[src/rtl/stopwatch_controller.sv]
// stopwatch_controller: hundredth-second stopwatch timebase and start/pause/lap/clear sequencer.
// Holds BCD mm:ss.hh time and presents registered display digits to the terminal text formatter.
// Ports:
//   clk, reset_n         : single clock, synchronous active-low reset
//   start_stop/clear/lap : one-cycle command pulses (priority clear > start_stop > lap)
//   hund_*/sec_*/min_*   : registered BCD display digits
//   running, lap_hold    : state flags (RUNNING or LAP / LAP only)
//   tick, overflow       : one-cycle pulses aligned with the display update
//   state                : IDLE=0, RUNNING=1, PAUSED=2, LAP=3
module stopwatch_controller #(
  parameter int unsigned CLK_FREQ_HZ = 100000000,
  parameter int unsigned TICK_HZ     = 100
) (
  input  logic       clk,
  input  logic       reset_n,
  input  logic       start_stop,
  input  logic       clear,
  input  logic       lap,
  output logic [3:0] hund_ones,
  output logic [3:0] hund_tens,
  output logic [3:0] sec_ones,
  output logic [3:0] sec_tens,
  output logic [3:0] min_ones,
  output logic [3:0] min_tens,
  output logic       running,
  output logic       lap_hold,
  output logic       tick,
  output logic       overflow,
  output logic [1:0] state
);

  localparam int unsigned DIV = CLK_FREQ_HZ / TICK_HZ;
  localparam int unsigned PW  = $clog2(DIV);
  localparam logic [PW-1:0] PRE_MAX = PW'(DIV - 1);

  typedef enum logic [1:0] {
    IDLE    = 2'd0,
    RUNNING = 2'd1,
    PAUSED  = 2'd2,
    LAP     = 2'd3
  } state_e;

  typedef struct packed {
    logic [3:0] min_tens;
    logic [3:0] min_ones;
    logic [3:0] sec_tens;
    logic [3:0] sec_ones;
    logic [3:0] hund_tens;
    logic [3:0] hund_ones;
  } bcd_time_t;

  localparam bcd_time_t TIME_MAX = bcd_time_t'(24'h595999);

  state_e        state_q, state_d;
  logic [PW-1:0] pre_q, pre_d;
  bcd_time_t     cnt_q, cnt_d;
  bcd_time_t     disp_q, disp_d;
  logic          inc_q, inc_d;
  logic          wrap_q, wrap_d;
  logic          tick_q, tick_d;
  logic          ovf_q, ovf_d;
  logic          running_q, running_d;
  logic          lap_hold_q, lap_hold_d;

  logic counting;
  logic tick_en;
  logic cmd_ss;
  logic cmd_lap;

  // Single BCD digit increment with limit; returns {carry_out, digit}.
  function automatic logic [4:0] dig_inc(input logic [3:0] d, input logic [3:0] lim,
                                         input logic cin);
    logic [4:0] r;
    r = {1'b0, d};
    if (cin) begin
      if (d == lim) r = {1'b1, 4'd0};
      else          r = {1'b0, d + 4'd1};
    end
    return r;
  endfunction

  // Ripple-carry BCD increment of mm:ss.hh; 59:59.99 wraps to zero.
  function automatic bcd_time_t time_inc(input bcd_time_t t);
    bcd_time_t r;
    logic      c;
    {c, r.hund_ones} = dig_inc(t.hund_ones, 4'd9, 1'b1);
    {c, r.hund_tens} = dig_inc(t.hund_tens, 4'd9, c);
    {c, r.sec_ones}  = dig_inc(t.sec_ones,  4'd9, c);
    {c, r.sec_tens}  = dig_inc(t.sec_tens,  4'd5, c);
    {c, r.min_ones}  = dig_inc(t.min_ones,  4'd9, c);
    {c, r.min_tens}  = dig_inc(t.min_tens,  4'd5, c);
    return r;
  endfunction

  assign counting = (state_q == RUNNING) || (state_q == LAP);
  assign tick_en  = counting && (pre_q == PRE_MAX);
  assign cmd_ss   = start_stop && !clear;
  assign cmd_lap  = lap && !clear && !start_stop;

  // Next-state, timebase, counters and display.
  always_comb begin
    state_d = state_q;
    pre_d   = pre_q;
    cnt_d   = cnt_q;
    disp_d  = disp_q;
    inc_d   = 1'b0;
    wrap_d  = 1'b0;
    tick_d  = 1'b0;
    ovf_d   = 1'b0;

    unique case (state_q)
      IDLE:    if (cmd_ss) state_d = RUNNING;
      RUNNING: if (cmd_ss) state_d = PAUSED;
               else if (cmd_lap) state_d = LAP;
      PAUSED:  if (cmd_ss) state_d = RUNNING;
      LAP:     if (cmd_ss) state_d = PAUSED;
               else if (cmd_lap) state_d = RUNNING;
      default: state_d = IDLE;
    endcase

    // Prescaler holds in PAUSED so a resume continues the partial period.
    if (state_q == IDLE)  pre_d = '0;
    else if (counting)    pre_d = tick_en ? '0 : pre_q + PW'(1);

    if (tick_en) begin
      cnt_d  = time_inc(cnt_q);
      inc_d  = 1'b1;
      wrap_d = (cnt_q == TIME_MAX);
    end

    // Display tracks counters one cycle behind except while frozen in LAP.
    if (state_q != LAP) disp_d = cnt_q;
    tick_d = inc_q && (state_q != LAP);
    ovf_d  = wrap_q;

    if (clear) begin
      state_d = IDLE;
      pre_d   = '0;
      cnt_d   = '0;
      disp_d  = '0;
      inc_d   = 1'b0;
      wrap_d  = 1'b0;
      tick_d  = 1'b0;
      ovf_d   = 1'b0;
    end

    running_d  = (state_d == RUNNING) || (state_d == LAP);
    lap_hold_d = (state_d == LAP);
  end

  // State and output registers.
  always_ff @(posedge clk) begin
    if (!reset_n) begin
      state_q    <= IDLE;
      pre_q      <= '0;
      cnt_q      <= '0;
      disp_q     <= '0;
      inc_q      <= 1'b0;
      wrap_q     <= 1'b0;
      tick_q     <= 1'b0;
      ovf_q      <= 1'b0;
      running_q  <= 1'b0;
      lap_hold_q <= 1'b0;
    end else begin
      state_q    <= state_d;
      pre_q      <= pre_d;
      cnt_q      <= cnt_d;
      disp_q     <= disp_d;
      inc_q      <= inc_d;
      wrap_q     <= wrap_d;
      tick_q     <= tick_d;
      ovf_q      <= ovf_d;
      running_q  <= running_d;
      lap_hold_q <= lap_hold_d;
    end
  end

  assign hund_ones = disp_q.hund_ones;
  assign hund_tens = disp_q.hund_tens;
  assign sec_ones  = disp_q.sec_ones;
  assign sec_tens  = disp_q.sec_tens;
  assign min_ones  = disp_q.min_ones;
  assign min_tens  = disp_q.min_tens;
  assign running   = running_q;
  assign lap_hold  = lap_hold_q;
  assign tick      = tick_q;
  assign overflow  = ovf_q;
  assign state     = state_q;

endmodule

[config.mk]
export PLATFORM = sky130hd
export DESIGN_NAME = stopwatch_controller
export DESIGN_NICKNAME = d
export VERILOG_FILES = /design/src/rtl/stopwatch_controller.sv
export SDC_FILE = /design/constraint.sdc
export NUM_CORES = 1
export LEC_CHECK = 0
export ABC_AREA = 0
export CORE_ASPECT_RATIO = 0.6
export CORE_MARGIN = 2
export CORE_UTILIZATION = 58
export CTS_BUF_LIST = sky130_fd_sc_hd__clkbuf_4 sky130_fd_sc_hd__clkbuf_8
export DETAILED_ROUTE_END_ITERATION = 8
export GPL_ROUTABILITY_DRIVEN = 0
export PLACE_DENSITY = 0.84
export SYNTH_ARGS = -nofsm -noshare
export SYNTH_HDL_FRONTEND = slang
export SYNTH_SLANG_ARGS = --single-unit
export TNS_END_PERCENT = 1
[constraint.sdc]
create_clock -name clk -period 2.85 [get_ports clk]
set_input_delay 0.57 -clock clk [delete_from_list [all_inputs] [get_ports clk]]
set_output_delay 0.57 -clock clk [all_outputs]
set_load 0.01 [all_outputs]
==> results of run 1 <==
## routing by layer
metal / track usage / vias up / routed length [µm] / share of wire
met5: 0 / - / 0 / 0
met4: 0.0828 / 0 / 81 / 0.012
met3: 0.0698 / 11 / 422 / 0.061
met2: 0.368 / 84 / 3100 / 0.45
met1: 0.345 / 1290 / 3320 / 0.48
li1: - / 1392 / - / -
## kinds of logic after synthesis
kind of cell	Yosys count
buf+inv	26
flops	75
simple gates	187
compound gates	62
mux	6
fa+ha+maj	9
xor+xnor	23
## path summary, 6_finish.rpt
check                                            start  slack (ns)                endpoint  cells past startpoint
worst max-delay path            pre_q[12]$_SDFFE_PP0P_        0.58  cnt_q[15]$_SDFFE_PP0P_                      5
worst min-delay path                 wrap_q$_SDFF_PP0_        0.44     overflow$_SDFF_PP0_                      1
worst max register to register  pre_q[12]$_SDFFE_PP0P_        0.58  cnt_q[15]$_SDFFE_PP0P_                      5
worst min register to register       wrap_q$_SDFF_PP0_        0.44     overflow$_SDFF_PP0_                      1
## cell usage after synthesis (all sizes together), types with 2 or more instances
| library cell | instances | area share |
|---|---|---|
| and4bb | 2 | 0.0076 |
| mux2i | 6 | 0.018 |
| clkbuf | 12 | 0.014 |
| nand4 | 11 | 0.021 |
| and3b | 4 | 0.011 |
| nor3 | 5 | 0.0076 |
| and2 | 6 | 0.011 |
| buf | 6 | 0.011 |
| inv | 8 | 0.0092 |
| ha | 9 | 0.034 |
| nor2b | 6 | 0.011 |
| and4 | 3 | 0.0080 |
| xor2 | 13 | 0.035 |
| or4 | 4 | 0.010 |
| dfxtp | 75 | 0.46 |
| nand3b | 3 | 0.0069 |
| or3 | 7 | 0.013 |
| nand3 | 13 | 0.020 |
| nand2 | 68 | 0.078 |
| xnor2 | 10 | 0.027 |
| nor2 | 37 | 0.042 |
| o211ai | 2 | 0.0046 |
| and3 | 8 | 0.015 |
| nor4 | 3 | 0.0057 |
| a21oi | 43 | 0.066 |
| o21ai | 13 | 0.020 |
| nor4b | 3 | 0.015 |
## worst max-delay path: stages, from the launching register on
cell and delay, ns:
dfxtp_1 0.38, nor4b_2 0.37, and4_1 0.47, nand4_1 0.34, or4_1 0.49, a21oi_1 0.16
## registers in the layout (all words and copies together), names as in the netlist, 4 cells and up
register   flops
cnt_q         24
min_ones       4
pre_q         20
hund_tens      4
hund_ones      4
min_tens       4
sec_tens       4
sec_ones       4
## layout by cell type (no fill, tap or decap), drive strengths merged, types with 9 or more instances in the layout
master	instances
dfxtp	75
nand2	68
a21oi	43
nor2	37
clkdlybuf4s50	34
nand3	13
xor2	13
o21ai	13
nand4	11
xnor2	10
clkbuf	10
ha	9
## metrics by stage
step / setup WS [ns] / power, W / util / instance area [µm²] / instances
floorplan: 0.761 / 0.00110 / - / 3280 / 388
CTS: 0.573 / 0.00216 / 0.711 / 3920 / 493
finish: 0.577 / 0.00215 / 0.711 / 3920 / 493
detailed placement: 0.632 / 0.00111 / 0.663 / 3660 / 478
global placement: 0.659 / 0.00111 / 0.663 / 3660 / 478
global route: 0.425 / 0.00222 / 0.711 / 3920 / 493
## power breakdown
| part | switching (W) | internal (W) |
|---|---|---|
| clock | 0.000372 | 0.000688 |
| sequential | 0.00000166 | 0.00105 |
| combinational | 0.0000234 | 0.0000158 |
## cell type report
type,count,area [µm²]
Clock buffer,10,138
Clock inverter,5,125
Fill cell,449,1590
Inverter,8,30.0
Multi-Input combinational cell,287,1670
Sequential cell,75,1500
Tap cell,69,86.3
Timing Repair Buffer,39,378
==> qor.yml, run 1 <==
outcome: "finished, final reports clean"
cp_data_required_time_ns: 3.12
synthArstFlopShare: 0
synth_edf_count: 0
synth_seq_cells: 75
synth_nets: 402
yosys_warnings: 0
wl_per_cell_um: 14.0
initial_utilization: 0.594
post-cts-setup-buffers: 0
synth-xor-area-share: 0.0615
layout_min_cycle_time_ns: 2.27
synth-compound-area-share: 0.100
slew_headroom: 0.422
io_pins: 35
critPathArrivalTime_ns: 2.55
drcViolationCount: 0
fin_hold_ws_ns: 0.441
clk_pin_slew_ns: 0.07
max-cap-violations: 0
detail-route-antenna-nets: 0
htree_levels: 3
drive_gt1_frac: 0.0590
fmax_ghz: 0.440
cts-buffers-inserted: 9
hp-class: "reg -> reg"
cts_hold_buf: 0
grt_pass1_vias: 2693
final_nets: 434
synth_area_mm2: 0.00328
synth_fa_ha_area_frac: 0.0344
vias_per_cell: 5.63
grt_pass1_wl_um: 12500
cts_buffer_depth: 2
synth_simple_gate_area_frac: 0.293
grt_max_degree: 34
crit_path_start_kind: "flip-flop"
setup_tns_ns: 0
hold_violations: 0
n_antenna_cell: 0
cts_tree: "built"
die_w_um: 101
drt_iter0_drc: 137
num_vias: 2777
cp-end-kind: "flip-flop"
clock-sinks: 75
synthMuxAreaShare: 0.0183
rows: 21
p_per_area_mw_per_mm2: 548
synth_top_family_by_area: "simple AND/OR/NAND/NOR gates"
slew_violations: 0
ctsResizeCount: 0
port_buffers: 34
p_leak_nw: 1.30
synth.distinct_cells: 42
dr.pass1.iters: 4
clock_latency_ns: 0.34
antenna_found_initial: 0
dpl.hpwl_um: 4710
avgSynthCellArea_um2: 8.44
syn_inst: 388
ys.flop_type: "dfxtp_1"
grt_overflow: 0
syn2layout_area_growth_pct: 19.8
tightest_slew_ns: 0.864
cts-root-buf: "clkbuf_8"
design.core.area_mm2: 0.00552
die_area_mm2: 0.00628
worst-setup-path-type: "reg -> reg"
ir_drop_v: 0.000354
die_h_um: 62.2
critPathMaxFanout: 10
grt_util_all_layers: 0.247
skew_ns: 0.00553
wirelength_um: 6930
setup_viol: 0
rsz0062_at_grt: "false"
finalCritPeriodShare: 0.797
synth-seq-area-share: 0.458
Power figures use the tool's default switching activity.
==> run 2, diff against run 1 <==
==> constraint.sdc (replaced) <==
create_clock -name clk -period 2.3 [get_ports clk]
set_input_delay 0.46 -clock clk [delete_from_list [all_inputs] [get_ports clk]]
set_output_delay 0.46 -clock clk [all_outputs]
set_load 0.01 [all_outputs]
==> qor.yml, run 2 (synthesis gave the netlist of run 1 again) <==
hold_violations: 0  # unchanged
drcViolationCount: 0  # unchanged
vias_per_cell: 5.58  # -0.91%
worst-setup-path-type: "reg -> reg"
design.core.area_mm2: 0.00552  # unchanged
die_area_mm2: 0.00628  # unchanged
cts_buffer_depth: 2  # unchanged
grt_max_degree: 29  # -15%
crit_path_start_kind: "flip-flop"
critPathMaxFanout: 6  # -4
clock_latency_ns: 0.35  # about the same
clock-sinks: 75  # unchanged
layout_min_cycle_time_ns: 2.23  # -0.0387 ns
wl_met1_um: 3500  # +5.3%
cts_tree: "built"
wirelength_um: 7060  # +2.0%
final_common_cell: "dfxtp_1"
port_buffers: 34  # unchanged
antenna_found_initial: 0  # unchanged
initial_utilization: 0.594  # unchanged
slew_violations: 0  # unchanged
cp-end-kind: "flip-flop"
p_int_w: 0.00198  # +13%
fmax_ghz: 0.448  # +1.7%
highest_layer: "met4"
rr_endpoint: "cnt_q[23]$_SDFFE_PP0P_"
die_h_um: 62.2  # unchanged
power_frac_clock: 0.454  # -0.039
dr.pass1.iters: 7  # +3
largest_reg_flops: 24  # unchanged
rsz0062_at_grt: "false"
wl_met2_um: 3120  # +0.71%
whs_path_depth: 1  # unchanged
wl_met3_um: 358  # -15%
finalCritPeriodShare: 0.971  # +0.174
die_w_um: 101  # unchanged
syn2layout_area_growth_pct: 20.6
cp_data_required_time_ns: 2.58  # -0.54 ns
p_sw_frac: 0.198  # +0.0135
setup_tns_ns: 0  # unchanged
crit_start: "cnt_q[12]$_SDFFE_PP0P_"
outcome: "finished, final reports clean"
worstReg2RegStart: "cnt_q[12]$_SDFFE_PP0P_"
cts-root-buf: "clkbuf_8"
hp-class: "reg -> reg"
p_per_area_mw_per_mm2: 626  # +14%
pwr-share-seq: 0.526  # +0.037
io_pins: 35  # unchanged
comb_power_share: 0.020  # +0.002
max-cap-violations: 0  # unchanged
reg2reg_depth: 6  # +1
htree_levels: 3  # unchanged
r2r_setup_slack_ns: 0.07  # -0.51 ns
dpl.hpwl_um: 4900  # +4.1%
wl_per_cell_um: 14.1  # +0.16%
ir_drop_v: 0.000364  # +2.9%
critPathArrivalTime_ns: 2.51  # -0.04 ns
n_antenna_cell: 0  # unchanged
drt_iter0_drc: 116  # -15%
num_vias: 2802  # +0.90%
cts-buffers-inserted: 9  # unchanged
crit_end: "cnt_q[23]$_SDFFE_PP0P_"
grt_overflow: 0  # unchanged
clk_pin_slew_ns: 0.07  # about the same
grt_pass1_vias: 2665  # -1.0%
grt_pass1_wl_um: 12200  # -1.8%
p_switching_w: 0.000491  # +24%
slew_headroom: 0.748  # +0.326
skew_ns: 0.00881  # +0.00328 ns
grt_util_all_layers: 0.244  # -0.00291
detail-route-antenna-nets: 0  # unchanged
rows: 21  # unchanged
tightest_slew_ns: 0.375  # -0.490 ns
final_nets: 442  # +1.8%
setup_viol: 0  # unchanged
p_leak_nw: 1.32  # +2.0%
reg.largest.list: "cnt_q (24), pre_q (20)"
place_area_mm2: 0.00372  # +1.6%
drive_gt1_frac: 0.0831  # +0.0242
final_area_mm2: 0.00395  # +0.70%
regMostFlops: "cnt_q"
cts_hold_buf: 0  # unchanged
layout_common_cells: "dfxtp_1, nand2_1, a21oi_1"
[run 2: cell count changes in the layout (fill, tap and decap cells not counted)]
cell       previous run  this run
and4_4                0         1
buf_4                 5        13
clkbuf_4              0         2
dfxtp_1              75        74
bufinv_16             4         2
and4_1                3         2
clkinv_4              0         1
dfxtp_2               0         1
[run 2: metal layers]
metal  track usage  vias up
li1              -     1411
met2         0.371       70
met3        0.0766       10
met5             0        -
met1         0.339     1311
met4        0.0591        0
[run 2: critical path: stages, from the launching register on]
cell and delay, ns:
dfxtp_1 0.42, ha_1 0.20, and3b_1 0.26, nand4_1 0.17, or4_4 0.53, or4_1 0.42
a21oi_1 0.15
[run 2: through the flow]
stage	setup WS [ns]	hold WS [ns]	std cells	utilization	total power, W
floorplan	0.211	0.406	388	-	0.00136
global placement	0.187	0.430	486	0.674	0.00138
detailed placement	0.113	0.436	486	0.674	0.00138
CTS	0.0549	0.453	502	0.715	0.00250
global route	0.00334	0.476	502	0.716	0.00257
finish	0.0659	0.450	502	0.716	0.00247
[run 2: how the worst min path moves through the flow]
stage	startpoint	to	slack (ns)
2_1_floorplan	wrap_q$_SDFF_PP0_	overflow$_SDFF_PP0_	0.41
3_3_place_gp	wrap_q$_SDFF_PP0_	overflow$_SDFF_PP0_	0.43
3_5_place_dp	inc_q$_SDFF_PP0_	tick$_SDFF_PP0_	0.44
4_1_cts	hund_ones[3]$_SDFFE_PP0P_	hund_ones[3]$_SDFFE_PP0P_	0.45
5_1_grt	wrap_q$_SDFF_PP0_	overflow$_SDFF_PP0_	0.48
6_report	wrap_q$_SDFF_PP0_	overflow$_SDFF_PP0_	0.45
[run 2: power groups by stage]
stage	Clock (W)	Combinational [W]	Sequential (W)
global placement	0	0.0000481	0.00133
global route	0.00121	0.0000532	0.00130
finish	0.00112	0.0000491	0.00130
CTS	0.00115	0.0000489	0.00130
floorplan	0	0.0000273	0.00133
detailed placement	0	0.0000484	0.00133
[run 2: timing repair]
action                                  4_1_cts  5_1_grt
setup buffers                                 0        0
resized for setup                             0        3
endpoints found under the setup margin        0        7
hold endpoints to repair                      0        0
[run 2: layout make-up]
class | instances | area [µm²]
clock buffers | 12 | 153
fillers | 435 | 1570
multi-input cells | 287 | 1670
well taps | 69 | 86.3
inverters | 8 | 30.0
repair buffers | 47 | 438
flip-flops and latches | 75 | 1500
clock inverters | 4 | 73.8
==> run 3, diff against run 2 <==
--- a/config.mk
+++ b/config.mk
@@ -6,6 +6,7 @@
 export NUM_CORES = 1
 export LEC_CHECK = 0
 export ABC_AREA = 0
+export ABC_CLOCK_PERIOD_IN_PS = 2300
 export CORE_ASPECT_RATIO = 0.6
 export CORE_MARGIN = 2
 export CORE_UTILIZATION = 58
==> results of run 3 <==
No change in the layout: final DEF, timing and power equal those of run 2.
